File: config.mk
export PLATFORM = sky130hd
export DESIGN_NAME = hamming_decoder
export DESIGN_NICKNAME = d
export VERILOG_FILES = /design/src/rtl/hamming_decoder.sv
export SDC_FILE = /design/constraint.sdc
export NUM_CORES = 1
export LEC_CHECK = 0
export CORE_UTILIZATION = 30
export CTS_BUF_LIST = sky130_fd_sc_hd__clkbuf_16
export DETAILED_ROUTE_END_ITERATION = 8
export SYNTH_ARGS = -nofsm -noshare
export SYNTH_HDL_FRONTEND = slang
export SYNTH_SLANG_ARGS = --single-unit
export TNS_END_PERCENT = 100
File: constraint.sdc
create_clock -name clk -period 4.2 [get_ports clk]
set_clock_uncertainty 0.2 [all_clocks]
set_input_delay 0.42 -clock clk [delete_from_list [all_inputs] [get_ports clk]]
set_output_delay 0.42 -clock clk [all_outputs]
set_load 0.02 [all_outputs]
File: src/rtl/hamming_decoder.sv
// hamming_decoder: sequential SECDED decoder for 16-bit Hamming codewords.
// A codeword arrives as two bytes, LSB first. The decoder then scans it one bit per
// cycle to build the syndrome and overall parity. It corrects a single-bit error,
// flags a double error, and presents the 11 data bits until the consumer takes them.
module hamming_decoder (
    input  logic        clk,
    input  logic        rst_n,
    input  logic        in_valid,
    input  logic [7:0]  in_byte,
    output logic        in_ready,
    output logic        out_valid,
    input  logic        out_ready,
    output logic [10:0] out_data,
    output logic [1:0]  out_err,
    output logic        busy
);

    typedef enum logic [2:0] {
        GET_LO,
        GET_HI,
        SCAN,
        FIX,
        DONE
    } state_t;

    state_t      state_q, state_d;
    logic [15:0] cw_q, cw_d;
    logic [3:0]  syn_q, syn_d;
    logic        par_q, par_d;
    logic [3:0]  idx_q, idx_d;
    logic [10:0] outData_q, outData_d;
    logic [1:0]  outErr_q, outErr_d;
    logic [15:0] fixedCw;

    // State and datapath registers; reset may strike in any state, including mid-scan.
    always_ff @(posedge clk or negedge rst_n) begin
        if (!rst_n) begin
            state_q   <= GET_LO;
            cw_q      <= '0;
            syn_q     <= '0;
            par_q     <= 1'b0;
            idx_q     <= '0;
            outData_q <= '0;
            outErr_q  <= 2'b00;
        end else begin
            state_q   <= state_d;
            cw_q      <= cw_d;
            syn_q     <= syn_d;
            par_q     <= par_d;
            idx_q     <= idx_d;
            outData_q <= outData_d;
            outErr_q  <= outErr_d;
        end
    end

    // Next-state logic: byte capture, bit-serial syndrome scan, correction decision, handoff.
    always_comb begin
        state_d   = state_q;
        cw_d      = cw_q;
        syn_d     = syn_q;
        par_d     = par_q;
        idx_d     = idx_q;
        outData_d = outData_q;
        outErr_d  = outErr_q;
        fixedCw   = cw_q;

        case (state_q)
            GET_LO: begin
                if (in_valid) begin
                    cw_d[7:0] = in_byte;
                    state_d   = GET_HI;
                end
            end
            GET_HI: begin
                if (in_valid) begin
                    cw_d[15:8] = in_byte;
                    syn_d      = 4'd0;
                    par_d      = 1'b0;
                    idx_d      = 4'd0;
                    state_d    = SCAN;
                end
            end
            SCAN: begin
                par_d = par_q ^ cw_q[idx_q];
                if (cw_q[idx_q]) begin
                    syn_d = syn_q ^ idx_q;
                end
                idx_d = idx_q + 4'd1;
                if (idx_q == 4'd15) begin
                    state_d = FIX;
                end
            end
            FIX: begin
                if (par_q) begin
                    fixedCw[syn_q] = ~cw_q[syn_q];
                    outErr_d       = 2'b01;
                end else if (syn_q != 4'd0) begin
                    outErr_d = 2'b10;
                end else begin
                    outErr_d = 2'b00;
                end
                outData_d = {fixedCw[15:9], fixedCw[7:5], fixedCw[3]};
                state_d   = DONE;
            end
            DONE: begin
                if (out_ready) begin
                    state_d = GET_LO;
                end
            end
            default: begin
                state_d = GET_LO;
            end
        endcase
    end

    assign in_ready  = (state_q == GET_LO) || (state_q == GET_HI);
    assign busy      = (state_q != GET_LO);
    assign out_valid = (state_q == DONE);
    assign out_data  = outData_q;
    assign out_err   = outErr_q;

endmodule

==> metrics.txt <==
run status=complete, no violations; Startpoint Class=flip-flop; Post-DRT Antenna Nets=0; Slowest cell on crit path=clkdlybuf4s50_1; most common cell in the synthesized netlist=nand2_1; Setup crit start=state_q[0]$_DFFE_PN0P_; synth top area cells=dfrtp_1 49%, mux2i_1 12%, nand2_1 8.6%; Power, Total=1.87 mW; # clock sinks=41; H-tree levels=2; largest net degree at the start of global routing=42; Max IR drop VDD=0.000209 V; ys flop type=dfrtp_1; core footprint=0.00679 sq mm; cells on worst reg2reg path=5; Post-CTS Repair Setup Buffers=0; DP Cell Count=327; post-route cell area=0.00257 sq mm; DR iter-0 viols=73; dpl hpwl=3240 um; first-pass GRT wire length=7600 um; fin crit period=2.32 ns; Hold Path Class=input port to asynchronous set/reset pin; clock-pin transition on the worst setup and hold timing paths=0.06 ns; DR vias/cell=4.58; number of synthesized flops with an enable pin=0; post-synthesis compound-gate area fraction=8.98%; share of the synthesized area in the top cell type=48.8%; Die H=85.8 um; antenna violations before repair=0; TritonRoute pass-1 iters=4; Buf/Inv on CP=1; Setup crit end=busy; synth unique cells=36; Syn Inst Count=214; nets@finish=251; leak pwr=1.09 nW; Critical Path, Cell by Cell=or3_1 -> clkdlybuf4s50_1; top cell type by total area after synthesis=dfrtp_1; vias in the first global route=1553; Port Buf Inserts=27; MaxCap Viol Count=0; main combinational cell family by area after synthesis=multiplexers; part of the Yosys area used for sequential elements=48.8%; synth cell count leaders=48 x nand2_1, 41 x dfrtp_1, 25 x mux2i_1, 17 x nor2_1, 15 x o21ai_0; Hold Worst Slack=0.0628 ns; Syn Nets=227; DP Worst Slack=2.05 ns; fmax=431 MHz; Worst-Skew Late Latency=0.28 ns; Syn. warnings=0; clk buf depth=2; R2R Path End=syn_q[2]$_DFFE_PN0P_; via count=1530; area share of and/or/nand/nor cells after synthesis=18.4%; Post-Synth Adder-Cell Area=0.595%; crit end category=output pin; Final Hold Fails=0; drt drc=0; final cell count without fillers=334; Synth async-reset ratio=100%; mean area per synthesized cell=9.83 sq um; Top delay family on crit path=buffers and inverters; WL per Instance=13.3 um; Reg2Reg Launch Point=state_q[0]$_DFFE_PN0P_; multiplexer share of the synthesized area=18.8%; WP data arrival=1.70 ns; WP data required=3.58 ns; Period Utilization, post-route=55.2%; Final Setup Violations=0; Initial Utilization=31.0%; Post-Synth XOR/XNOR Area=1.25%; Tightest Pin Transition=0.917 ns; die span in x=85.8 um; cell depth of the worst setup path=2; final setup margin=1.88 ns; crit path max fanout=9; final core occ=37.9%; placed cell area=0.00244 sq mm; Netlist Area Pre-Place=0.00210 sq mm; Slew Viols, Final=0; Crit Path Class=flip-flop to output pin; CTS Hold Bufs=0; Routability Congestion=0.822; Row Count=30; CP max stage delay=0.55 ns; Diodes inserted=0; TritonCTS clock tree=built; layout cells sized above 1=6.30%; Syn-to-layout area delta=22.3%; full die area=0.00735 sq mm; RSZ-0062 raised after global routing=false; pwr/cell area=728 mW/mm^2; #FFs+latches synth=41; GRT Util Overall=13.6%; GRT Residual Overflow=0; Boundary Pins=28; FF-to-FF setup slack=2.07 ns; routed wire length=4450 um; Resized Gates After CTS=0; Slew HR=38.9%; root buf cell=clkbuf_16; CTS Buf Count=5; Final TNS setup=0 ns
## worst reg2reg max path: cells and delay by family, from the launching register on
kind | cells | cell delay [ns]
compound gates | 3 | 0.75
flops | 1 | 0.46
mux | 1 | 0.15
simple gates | 1 | 0.44
## how the worst min path moves through the flow
stage / end / slack (ns) / cells after the start
after floorplan: cw_q[0]$_DFFE_PN0P_ / -0.08 / 0
after global placement: out_data[8]$_DFFE_PN0P_ / 0.26 / 2
after detailed placement: out_err[1]$_DFFE_PN0P_ / 0.27 / 2
after CTS: out_err[1]$_DFFE_PN0P_ / 0.11 / 1
after global routing: state_q[2]$_DFFE_PN0P_ / 0.15 / 1
final: out_err[0]$_DFFE_PN0P_ / 0.06 / 1
## cells by family (layout without fill, tap and decap cells)
| family | count (synthesis) | after routing |
|---|---|---|
| buffers and inverters | 15 | 39 |
| AOI/OAI and AO/OA | 30 | 30 |
| muxes | 38 | 38 |
| and+or+nand+nor | 86 | 86 |
| xor gates and xnor gates | 3 | 3 |
| adders and majority gates | 1 | 1 |
| DFF | 41 | 41 |
## per-layer routing
layer,global-route usage [%],share of wire [%],vias to the layer above
li1,-,-,777
met4,4.24,1.0,0
met1,17.8,49,725
met3,3.95,3.3,4
met5,0,0,-
met2,21.7,47,24
## flip-flops by register name, indices dropped and copies added, names as in the netlist
name / count
idx_q: 4
syn_q: 4
out_data: 11
cw_q: 16
out_err: 2
par_q: 1
state_q: 3
## layout make-up
class                   instances  area, sq um
multi-input cells             158         1010
flip-flops and latches         41         1030
well taps                      96          120
fillers                       708         4220
clock buffers                   5          125
repair buffers                 27          265
inverters                       5         18.8
clock inverters                 2         7.51
## cells in the final DEF, fill, tap and decap left out
master,netlist,layout
a21oi_1,1,1
mux2_2,4,4
nor2_2,1,1
nand2_1,48,48
and4b_1,1,1
a22o_1,2,2
mux2i_1,25,25
a311o_1,1,1
clkdlybuf4s50_1,0,26
nand3_1,5,5
nor2_1,17,17
and3_1,1,1
o21ai_0,15,15
nor3_1,1,1
or3_1,1,1
ha_1,1,1
nor4b_1,1,1
nor2b_1,1,1
buf_2,3,1
o21ai_1,7,7
clkinv_1,0,1
clkbuf_16,0,5
dfrtp_1,41,41
nand3b_1,3,3
nand2b_1,2,2
and2_1,1,1
a311oi_2,2,2
o311ai_1,1,1
mux2_1,9,9
inv_1,4,5
nor3b_2,1,1
or3b_1,1,1
inv_2,1,1
xnor2_1,3,3
o31ai_1,1,1
nor4_1,1,1
## power breakdown
group	total [mW]	switching (mW)	internal [mW]
logic	0.738	0.380	0.358
registers	0.777	0.208	0.568
clock network	0.359	0.147	0.213
(Power assumes the default switching activity.)
